`src/rtl/axil_periph_slave.sv`:
```
// AXI4-Lite slave exposing NUM_REGS 32-bit registers with byte strobes.
// Independent AW/W holding buffers feed a two-state write FSM; reads return in one cycle.
`timescale 1ns/1ps

module axil_periph_slave #(
   parameter int unsigned NUM_REGS  = 16,
   parameter logic [31:0] RESET_VAL = 32'h0
) (
   input  logic                     clk,
   input  logic                     rstf,
   // write address
   input  logic [31:0]              s_axi_awaddr,
   input  logic [2:0]               s_axi_awprot,
   input  logic                     s_axi_awvalid,
   output logic                     s_axi_awready,
   // write data
   input  logic [31:0]              s_axi_wdata,
   input  logic [3:0]               s_axi_wstrb,
   input  logic                     s_axi_wvalid,
   output logic                     s_axi_wready,
   // write response
   output logic [1:0]               s_axi_bresp,
   output logic                     s_axi_bvalid,
   input  logic                     s_axi_bready,
   // read address
   input  logic [31:0]              s_axi_araddr,
   input  logic [2:0]               s_axi_arprot,
   input  logic                     s_axi_arvalid,
   output logic                     s_axi_arready,
   // read data
   output logic [31:0]              s_axi_rdata,
   output logic [1:0]               s_axi_rresp,
   output logic                     s_axi_rvalid,
   input  logic                     s_axi_rready,
   // register file view
   output logic [NUM_REGS*32-1:0]   regs_q,
   output logic [NUM_REGS-1:0]      wr_pulse
);

   localparam int unsigned IW = $clog2(NUM_REGS);
   localparam logic [1:0]  RESP_OKAY   = 2'b00;
   localparam logic [1:0]  RESP_SLVERR = 2'b10;

   typedef enum logic {WR_COLLECT, WR_RESP} wr_state_t;

   // Any address bit above the word index makes the access out-of-range.
   function automatic logic addr_oor(input logic [31:0] a);
      return (a >> (2 + IW)) != 32'd0;
   endfunction

   function automatic logic [IW-1:0] addr_idx(input logic [31:0] a);
      return a[2 +: IW];
   endfunction

   wr_state_t                   wr_state_q, wr_state_d;
   logic                        aw_full_q,  aw_full_d;
   logic [IW-1:0]               aw_idx_q,   aw_idx_d;
   logic                        aw_oor_q,   aw_oor_d;
   logic                        w_full_q,   w_full_d;
   logic [31:0]                 wdata_q,    wdata_d;
   logic [3:0]                  wstrb_q,    wstrb_d;
   logic                        bvalid_q,   bvalid_d;
   logic [1:0]                  bresp_q,    bresp_d;
   logic [NUM_REGS-1:0][31:0]   reg_arr_q,  reg_arr_d;
   logic [NUM_REGS-1:0]         pulse_q,    pulse_d;
   logic                        rvalid_q,   rvalid_d;
   logic [31:0]                 rdata_q,    rdata_d;
   logic [1:0]                  rresp_q,    rresp_d;

   logic aw_hs, w_hs, ar_hs, commit;
   logic unused_prot;

   assign unused_prot = ^{s_axi_awprot, s_axi_arprot};

   assign s_axi_awready = !aw_full_q && !bvalid_q;
   assign s_axi_wready  = !w_full_q  && !bvalid_q;
   assign s_axi_arready = !rvalid_q;

   assign aw_hs = s_axi_awvalid && s_axi_awready;
   assign w_hs  = s_axi_wvalid  && s_axi_wready;
   assign ar_hs = s_axi_arvalid && s_axi_arready;

   // Write channel buffers and response FSM
   always_comb begin
      wr_state_d = wr_state_q;
      aw_full_d  = aw_full_q;
      aw_idx_d   = aw_idx_q;
      aw_oor_d   = aw_oor_q;
      w_full_d   = w_full_q;
      wdata_d    = wdata_q;
      wstrb_d    = wstrb_q;
      bvalid_d   = bvalid_q;
      bresp_d    = bresp_q;
      commit     = 1'b0;

      if (aw_hs) begin
         aw_full_d = 1'b1;
         aw_idx_d  = addr_idx(s_axi_awaddr);
         aw_oor_d  = addr_oor(s_axi_awaddr);
      end
      if (w_hs) begin
         w_full_d = 1'b1;
         wdata_d  = s_axi_wdata;
         wstrb_d  = s_axi_wstrb;
      end

      // Commit only ever sees full buffers, so it never collides with a fill.
      case (wr_state_q)
         WR_COLLECT: begin
            if (aw_full_q && w_full_q) begin
               commit     = 1'b1;
               aw_full_d  = 1'b0;
               w_full_d   = 1'b0;
               bvalid_d   = 1'b1;
               bresp_d    = aw_oor_q ? RESP_SLVERR : RESP_OKAY;
               wr_state_d = WR_RESP;
            end
         end
         WR_RESP: begin
            if (s_axi_bready) begin
               bvalid_d   = 1'b0;
               wr_state_d = WR_COLLECT;
            end
         end
         default: wr_state_d = WR_COLLECT;
      endcase
   end

   // Register file update with byte strobes
   always_comb begin
      reg_arr_d = reg_arr_q;
      pulse_d   = '0;
      if (commit && !aw_oor_q) begin
         pulse_d[aw_idx_q] = 1'b1;
         for (int k = 0; k < 4; k++) begin
            if (wstrb_q[k]) reg_arr_d[aw_idx_q][8*k +: 8] = wdata_q[8*k +: 8];
         end
      end
   end

   // Read path samples the pre-commit register value on a same-edge write.
   always_comb begin
      rvalid_d = rvalid_q;
      rdata_d  = rdata_q;
      rresp_d  = rresp_q;
      if (ar_hs) begin
         rvalid_d = 1'b1;
         if (addr_oor(s_axi_araddr)) begin
            rdata_d = '0;
            rresp_d = RESP_SLVERR;
         end else begin
            rdata_d = reg_arr_q[addr_idx(s_axi_araddr)];
            rresp_d = RESP_OKAY;
         end
      end else if (rvalid_q && s_axi_rready) begin
         rvalid_d = 1'b0;
      end
   end

   always_ff @(posedge clk or negedge rstf) begin
      if (!rstf) begin
         wr_state_q <= WR_COLLECT;
         aw_full_q  <= 1'b0;
         aw_idx_q   <= '0;
         aw_oor_q   <= 1'b0;
         w_full_q   <= 1'b0;
         wdata_q    <= '0;
         wstrb_q    <= '0;
         bvalid_q   <= 1'b0;
         bresp_q    <= RESP_OKAY;
         reg_arr_q  <= {NUM_REGS{RESET_VAL}};
         pulse_q    <= '0;
         rvalid_q   <= 1'b0;
         rdata_q    <= '0;
         rresp_q    <= RESP_OKAY;
      end else begin
         wr_state_q <= wr_state_d;
         aw_full_q  <= aw_full_d;
         aw_idx_q   <= aw_idx_d;
         aw_oor_q   <= aw_oor_d;
         w_full_q   <= w_full_d;
         wdata_q    <= wdata_d;
         wstrb_q    <= wstrb_d;
         bvalid_q   <= bvalid_d;
         bresp_q    <= bresp_d;
         reg_arr_q  <= reg_arr_d;
         pulse_q    <= pulse_d;
         rvalid_q   <= rvalid_d;
         rdata_q    <= rdata_d;
         rresp_q    <= rresp_d;
      end
   end

   assign s_axi_bvalid = bvalid_q;
   assign s_axi_bresp  = bresp_q;
   assign s_axi_rvalid = rvalid_q;
   assign s_axi_rdata  = rdata_q;
   assign s_axi_rresp  = rresp_q;
   assign regs_q       = reg_arr_q;
   assign wr_pulse     = pulse_q;

endmodule
```
`config.mk`:
```
export PLATFORM = sky130hd
export DESIGN_NAME = axil_periph_slave
export DESIGN_NICKNAME = d
export VERILOG_FILES = /design/src/rtl/axil_periph_slave.sv
export SDC_FILE = /design/constraint.sdc
export NUM_CORES = 1
export LEC_CHECK = 0
export ABC_CLOCK_PERIOD_IN_PS = 6000
export CORE_AREA = 4 4 261 263
export DETAILED_ROUTE_END_ITERATION = 8
export DIE_AREA = 0 0 265 267
export PLACE_DENSITY_LB_ADDON = 0.12
export SLEW_MARGIN = 20
export SYNTH_ARGS = -nofsm -noshare
export SYNTH_HDL_FRONTEND = slang
export SYNTH_SLANG_ARGS = --single-unit
export TNS_END_PERCENT = 5
```
`constraint.sdc`:
```
create_clock -name clk -period 6 [get_ports clk]
set_input_delay 1.5 -clock clk [delete_from_list [all_inputs] [get_ports clk]]
set_output_delay 1.5 -clock clk [all_outputs]
set_load 0.1 [all_outputs]
```
==> run metrics, run 1 <==
Detail Route Antenna Nets=0; DR iter-0 viols=1251; core box area=0.0656 mm2; Data required, critical path=4.50 ns; slew margin rel.=0.235; Residual DRC=0; RD Place Congestion=0.848; CP arrival=2.39 ns; clk_skew=0.0241 ns; Synth area leaders=dfrtp_1 56%, mux2_2 22%, mux2i_1 9.3%; R2R setup slack=2.85 ns; die height=267 um; CTS Root Cell=clkbuf_16; Port-buffer cells=669; TritonCTS clock tree=yes; minimum clock period=3.89 ns; worst-margin pin slew=1.14 ns; post-cts resize count=0; outcome=finished, final reports clean; yosys warns=0; die area=0.0708 mm2; via count=19800; Top FF cell, synth=dfrtp_1; placed cells=3419; CP endpoint kind=output port; Finished Layout Cells=3537; final setup vio count=0; first-pass GRT wire length=145000 um; Max IR drop VDD=242 uV; final worst path period share=0.648; Clock Latency Late Sink=0.60 ns; Distinct cells, synth=42; combinational group share of total power=0.174; largest net degree at the start of global routing=136; H-tree levels=3; initial antenna violation count=5; drt wl/cell=28.5 um; Mapped Cells=1994; hold path cells=2; Hold WS=0.484 ns; Vias/cell=5.61; Hold Vio Cnt, Final=0; DP HPWL=69300 um; CP Class=flip-flop to output port; fin worst setup slack=2.11 ns; synthesized area per cell=13.7 um2; post-synth top area cell=dfrtp_1; Fill cells=5438; setup TNS=0 ns; CTS max path bufs=3; async set-reset flop share out of synthesis=1.00; total routed wirelength=101000 um; vias in the first global route=20600; Pins Over Slew Limit=0; Cell Rows=94; Post-CTS Hold Buffers=0; P_leak=17.1 nW; Finished Core Util=0.561; total track usage=0.275; Initial Utilization=0.415; R2R cell count=3; Hold Path Class=flip-flop to flip-flop; Seq/Total Area, Yosys=0.558; Cell Pwr Density=297 mW/mm2; Net Sw Power=3.77 mW; share of layout cells above drive strength 1=0.272; CP startpoint kind=flip-flop; fmax=257 MHz; Pre-antenna DRT Iters=5; global route total overflow=0; Clock power frac=0.361; Tot Pwr=10.9 mW; share of Yosys cell area claimed by the top area cell type=0.558; Seq cells post-synth=608; Flop pwr share=0.465; # nets final=2739; Post-CTS Setup Inserts=0; area growth from synthesis to layout=35.2%; switching part of the total=0.344; Post-synth EDFFs=0; cts bufs inserted=69; Clock Sinks=608; synthesized cell area=0.0272 mm2; number of placed I/O pins=682; Final Cell Area=0.0368 mm2; RSZ-0062 raised after global routing=false; Placed Area=0.0347 mm2; die span in x=265 um; max_cap viols=0; worst-path maximum fanout=7; Reg clk slew, reported paths=0.06 ns; Post-Place Setup Slack=1.95 ns; Internal=7.17 mW
[power by group through the flow]
stage	registers, mW	clock network, mW	logic, mW
after CTS	5.08	4.03	1.92
after detailed placement	5.15	0	1.92
after global routing	5.16	4.19	1.99
after floorplan	5.41	0	0.862
after global placement	5.13	0	1.90
final	5.08	3.95	1.91
[critical path, cell delays in order (launching register included)]
cell             delay [ns]
dfrtp_1                0.46
nor2_1                 0.17
clkdlybuf4s50_1        1.15
[path summary, 6_finish.rpt]
| check | startpoint | to |
|---|---|---|
| setup / recovery | w_full_q | s_axi_wready |
| hold / removal | s_axi_rdata[0] | s_axi_rdata[0] |
| setup reg to reg | aw_idx_q[3] | regs_q[303] |
| hold reg to reg | s_axi_rdata[0] | s_axi_rdata[0] |
| max in group asynchronous | rstf | regs_q[120] |
| min in group asynchronous | rstf | wdata_q[29] |
[flip-flops by register name (all words and copies together) (netlist names)]
name and flops:
w_full_q 1, wr_pulse 16, s_axi_bvalid 1, s_axi_rvalid 1
aw_full_q 1, s_axi_bresp 1, aw_idx_q 4, wstrb_q 4
wr_state_q 1, s_axi_rdata 32, regs_q 512, s_axi_rresp 1
wdata_q 32, aw_oor_q 1
[metal layers]
metal	wire, um	part of all wire	global-route usage
met4	3100	0.031	0.0814
met2	49400	0.49	0.460
met1	40900	0.41	0.351
met3	7290	0.072	0.0788
met5	36	0.00036	0
[cells in the mapped netlist (6+ instances only)]
cell type,count
o21ai_0,34
dfrtp_1,608
nand2_1,55
clkbuf_1,80
mux2_4,8
nor2b_1,7
o31ai_1,32
nand3_1,21
mux2_2,544
nand2_2,6
nor2_1,51
mux2i_1,252
nor2_4,6
buf_2,44
and3_1,6
nand3_2,18
nor2_8,6
o22ai_1,95
nor4_1,12
nor3_1,67
[cell type report]
type                    count  area (um2)  share of cell area
diodes                      1        2.50           0.0000680
clock buffers             103        1970              0.0534
clock inverters            14        96.3             0.00262
inverters                   5        18.8            0.000510
multi-input cells        1248       11500               0.311
flip-flops and latches    608       15200               0.413
well taps                 864        1080              0.0294
repair buffers            694        6980               0.190
[cells by family after synthesis]
group	count (synthesis)	synth area share
buf+inv	139	0.0230
mux	807	0.324
compound gates	167	0.0384
simple gates	272	0.0561
other cells	1	0.000138
flops	608	0.558
[layout by cell type (no fill, tap or decap), drive strengths merged]
master	count
clkdlybuf4s50	667
clkbuf	103
nor4	12
nor2	63
diode	1
nor3	67
and3	6
or3	1
a21boi	1
and2	2
nand4bb	1
dfrtp	608
inv	9
nor2b	7
mux4	2
or4	1
nand2b	5
o31ai	32
a21o	2
mux2	553
o21ai	34
nand3b	1
and4bb	1
nand4	2
a211oi	1
clkinv	10
or2	1
nor3b	2
o22ai	95
conb	2
nand3	39
a21oi	2
mux2i	252
buf	27
nand2	61
Note: power is estimated with default switching activity, not from simulation.
==> run 2, diff against run 1 <==
ABC_CLOCK_PERIOD_IN_PS = 3200   (was 6000)
CORE_AREA = 4 4 267 269   (was 4 4 261 263)
DIE_AREA = 0 0 271 273   (was 0 0 265 267)
clock period = 3.2 ns   (was 6 ns; I/O delays follow)
==> run 2 against run 1 <==
Count of clock-buffer cells in the layout rose by 5. Sequential share of layout area rose by 0.68 points. Flip-flop and latch count did not move. Largest cell class unchanged. Design area fell by 1.6%. Critical endpoint is now regs_q[278]. Sequential power rose by 87%. Wire length rose by 2.4%. Critical path depth rose by 2. Final cell count rose by 3.4%. Worst setup slack got worse by 1.4 ns. Global-route usage fell by 0.51 points.
==> run metrics, run 2 (synthesis results as in run 1) <==
outcome=finished, final reports clean; met3 GRT Util=0.0684; minimum clock period=2.50 ns; number of placed I/O pins=682; total track usage=0.270; Tot Pwr=21.0 mW; CP arrival=2.97 ns; Cell Rows=96; commonest non-fill, non-tap cells in the layout=615 x buf_4, 608 x dfrtp_1, 544 x mux2_2; DP HPWL=73300 um; clk_skew=0.0140 ns; post-cts resize count=0; Hold Path Class=input pin to async pin; RSZ-0062 raised after global routing=false; Pins Over Slew Limit=0; DR iter-0 viols=1255; slew margin rel.=0.491; commonest non-fill, non-tap cell in the layout=buf_4; Hold Vio Cnt, Final=0; H-tree levels=3; first-pass GRT wire length=148000 um; largest net degree at the start of global routing=105; initial antenna violation count=8; die area=0.0740 mm2; critical path's top delay family=simple AND/OR/NAND/NOR gates; Post-CTS Hold Buffers=0; Detail Route Antenna Nets=0; setup TNS=0 ns; core box area=0.0686 mm2; Pre-antenna DRT Iters=8; worst-path maximum fanout=20; final setup vio count=0; CP endpoint kind=flip-flop; Post-Place Setup Slack=0.382 ns; RD Place Congestion=0.858; Finished Core Util=0.528; Vias/cell=5.53; cts bufs inserted=69; Clock Sinks=608; Post-CTS Setup Inserts=0; CP max stage cell=or3_4; max_cap viols=0; # nets final=2786; max incr delay on CP=0.67 ns; Port-buffer cells=669; TritonCTS clock tree=yes; Data required, critical path=3.66 ns; die span in x=271 um; CP startpoint kind=flip-flop; final worst path period share=0.782; via count=20200; Max IR drop VDD=468 uV; area growth from synthesis to layout=33.0%; fmax=399 MHz; Clock Latency Late Sink=0.59 ns; die height=273 um; gr busiest metal=met2; Residual DRC=0; Cell Pwr Density=580 mW/mm2; fin worst setup slack=0.697 ns; CTS Root Cell=clkbuf_16; sequence of cells on the critical path=nand4bb_1, or3_4, nor2_4, mux2_2; CTS max path bufs=3; share of layout cells above drive strength 1=0.494; vias in the first global route=20900; Reg clk slew, reported paths=0.06 ns; GR Util met2=0.459; P_leak=18.7 nW; Initial Utilization=0.397; CP bufs+invs=0; CP Class=flip-flop to flip-flop; drt wl/cell=28.2 um; max FFs per register=512; worst-margin pin slew=0.761 ns; global route total overflow=0; total routed wirelength=103000 um; met1 Track Usage GR=0.343
[run 2: power breakdown]
part	total [mW]	internal [mW]	switching [mW]
sequential	9.51	8.13	1.38
combinational	3.63	1.09	2.55
clock	7.85	4.73	3.12
[run 2: path summary, 6_finish.rpt]
path	start	slack (ns)	cells past startpoint	endpoint
setup / recovery	w_full_q	0.70	4	regs_q[278]
hold / removal	rstf	0.18	1	regs_q[117]
setup reg to reg	w_full_q	0.70	4	regs_q[278]
hold reg to reg	s_axi_rdata[7]	0.48	2	s_axi_rdata[7]
max in group asynchronous	rstf	2.04	2	regs_q[107]
min in group clk	s_axi_rdata[7]	0.48	2	s_axi_rdata[7]
[run 2: metrics by stage]
| step | hold WS [ns] | instance area [um2] | instances |
|---|---|---|---|
| after global placement | 0.464 | 34000 | 3533 |
| final | 0.184 | 36200 | 3657 |
| after detailed placement | 0.472 | 34000 | 3533 |
| after CTS | 0.154 | 36200 | 3652 |
| after floorplan | 0.452 | 27200 | 1995 |
| after global routing | 0.189 | 36200 | 3654 |
[run 2: layout make-up]
cell class                      instances  area (um2)
Inverter                                5        18.8
Clock buffer                          108        2100
Antenna cell                            5        12.5
Tap cell                              931        1160
Sequential cell                       608       15200
Clock inverter                         11         135
Multi-Input combinational cell       1248       11500
Timing Repair Buffer                  741        6130
Fill cell                            5938       32400
[run 2: routing by layer]
metal  wire length [um]  up-vias  share of wire
met5                 13        -        0.00013
met4               3200        2          0.031
met3               7380      173          0.072
met2              50700      695           0.49
met1              41900    10700           0.41
li1                   -     8682              -
==> run 3, diff against run 2 <==
ABC_CLOCK_PERIOD_IN_PS = 2300   (was 3200)
clock period = 2.3 ns   (was 3.2 ns; I/O delays follow)
==> run 3 against run 2 <==
Fmax up 15%. Non-clock buffer count up 48. Critical path type unchanged. Sequential share of layout area down 0.53 points.
==> run metrics, run 3 (synthesis results as in run 1) <==
Finished Core Util=0.535; CP Class=flip-flop to flip-flop; CP bufs+invs=2; Cell Rows=96; reg2reg end=regs_q[213]; Post-CTS Setup Inserts=0; Top cell by count, worst path=buf_4; RSZ-0062 raised after global routing=true; Post-Place Setup Slack=-0.297 ns; total track usage=0.270; CTS Root Cell=clkbuf_16; die span in x=271 um; R2R cell count=6; Reg clk slew, reported paths=0.06 ns; max_cap viols=0; worst-path maximum fanout=8; Cell Pwr Density=800 mW/mm2; Pins Over Slew Limit=0; cts bufs inserted=69; number of placed I/O pins=682; minimum clock period=2.17 ns; core box area=0.0686 mm2; Clock Latency Late Sink=0.62 ns; R2R setup slack=0.13 ns; largest net degree at the start of global routing=78; Initial Utilization=0.397; end point of the critical path=regs_q[213]; CP Launch Point=w_full_q; CP endpoint kind=flip-flop; slew margin rel.=0.525; die area=0.0740 mm2; area growth from synthesis to layout=34.7%; DP HPWL=73700 um; Tot Pwr=29.4 mW; outcome=finished, final reports clean; Residual DRC=0; final worst path period share=0.943; max incr delay on CP=0.50 ns; Clock Sinks=608; Hold Path Class=input pin to async pin; share of layout cells above drive strength 1=0.503; Port-buffer cells=669; first-pass GRT wire length=150000 um; CP arrival=2.65 ns; total routed wirelength=103000 um; CP startpoint kind=flip-flop; drt wl/cell=27.8 um; commonest non-fill, non-tap cells in the layout=652 x buf_4, 607 x dfrtp_1, 544 x mux2_2; clk_skew=0.0208 ns; P_leak=18.9 nW; Data required, critical path=2.78 ns; vias in the first global route=21300; commonest non-fill, non-tap cell in the layout=buf_4; worst-margin pin slew=0.712 ns; die height=273 um; # nets final=2834; setup TNS=0 ns; Hold Vio Cnt, Final=0; WP depth=6; sequence of cells on the critical path=nand4bb_1, buf_4, nor3b_2, buf_4, nand3_2, mux2_2; fin worst setup slack=0.130 ns; initial antenna violation count=4; fmax=461 MHz; H-tree levels=3; via count=20300; CP max stage cell=dfrtp_1; global route total overflow=0; TritonCTS clock tree=yes; Max IR drop VDD=597 uV; Vias/cell=5.49; r2r startpoint=w_full_q; max FFs per register=512; RD Place Congestion=0.875; final setup vio count=0; DR iter-0 viols=1211; CTS max path bufs=3; critical path's top delay family=simple AND/OR/NAND/NOR gates; Detail Route Antenna Nets=0; Pre-antenna DRT Iters=5
[run 3: worst min-delay path by stage]
stage	to	slack, ns	cells past startpoint
global route	wdata_q[28]	0.50	2
global placement	s_axi_rdata[3]	0.47	2
CTS	s_axi_rdata[1]	0.48	2
finish	wdata_q[28]	0.48	2
floorplan	aw_full_q	0.28	0
detailed placement	s_axi_rdata[1]	0.47	2
[run 3: timing repair]
item | 4_1_cts | 5_1_grt
gates resized for setup | 0 | 2
hold endpoints to repair | 28 | 0
hold buffers | 1 | 0
setup endpoints to repair | 0 | 9
[run 3: metal layers]
layer / vias to the layer above / global-route usage / share of wire
li1: 8781 / - / -
met1: 10700 / 0.343 / 0.41
met2: 681 / 0.454 / 0.49
met3: 179 / 0.0656 / 0.064
met4: 2 / 0.0911 / 0.035
met5: - / 0 / 0.00013
[run 3: worst reg2reg max path, stage by stage (launching register included)]
cell and delay, ns:
dfrtp_1 0.50, nand4bb_1 0.18, buf_4 0.18, nor3b_2 0.26
buf_4 0.25, nand3_2 0.30, mux2_2 0.38
[run 3: area by class of cell]
| type | count | area [um2] |
|---|---|---|
| Fill cell | 5902 | 31900 |
| Sequential cell | 608 | 15200 |
| Multi-Input combinational cell | 1248 | 11500 |
| Timing Repair Buffer | 789 | 6620 |
| Clock buffer | 105 | 2020 |
| Tap cell | 931 | 1160 |
| Clock inverter | 13 | 169 |
| Inverter | 5 | 18.8 |
| Antenna cell | 3 | 7.51 |
[run 3: metrics by stage]
stage	cells	hold WS [ns]	instance area, um2
after global routing	3699	0.499	36700
final	3702	0.482	36700
after floorplan	1995	0.279	27300
after global placement	3580	0.469	34500
after CTS	3699	0.485	36700
after detailed placement	3580	0.472	34500
[run 3: power breakdown]
part,leakage [nW],internal [mW],total (mW),switching [mW]
Sequential,8.40,11.3,13.1,1.83
Clock,1.07,6.40,10.8,4.44
Combinational,9.43,1.66,5.37,3.71
Total,18.9,19.4,29.4,9.98
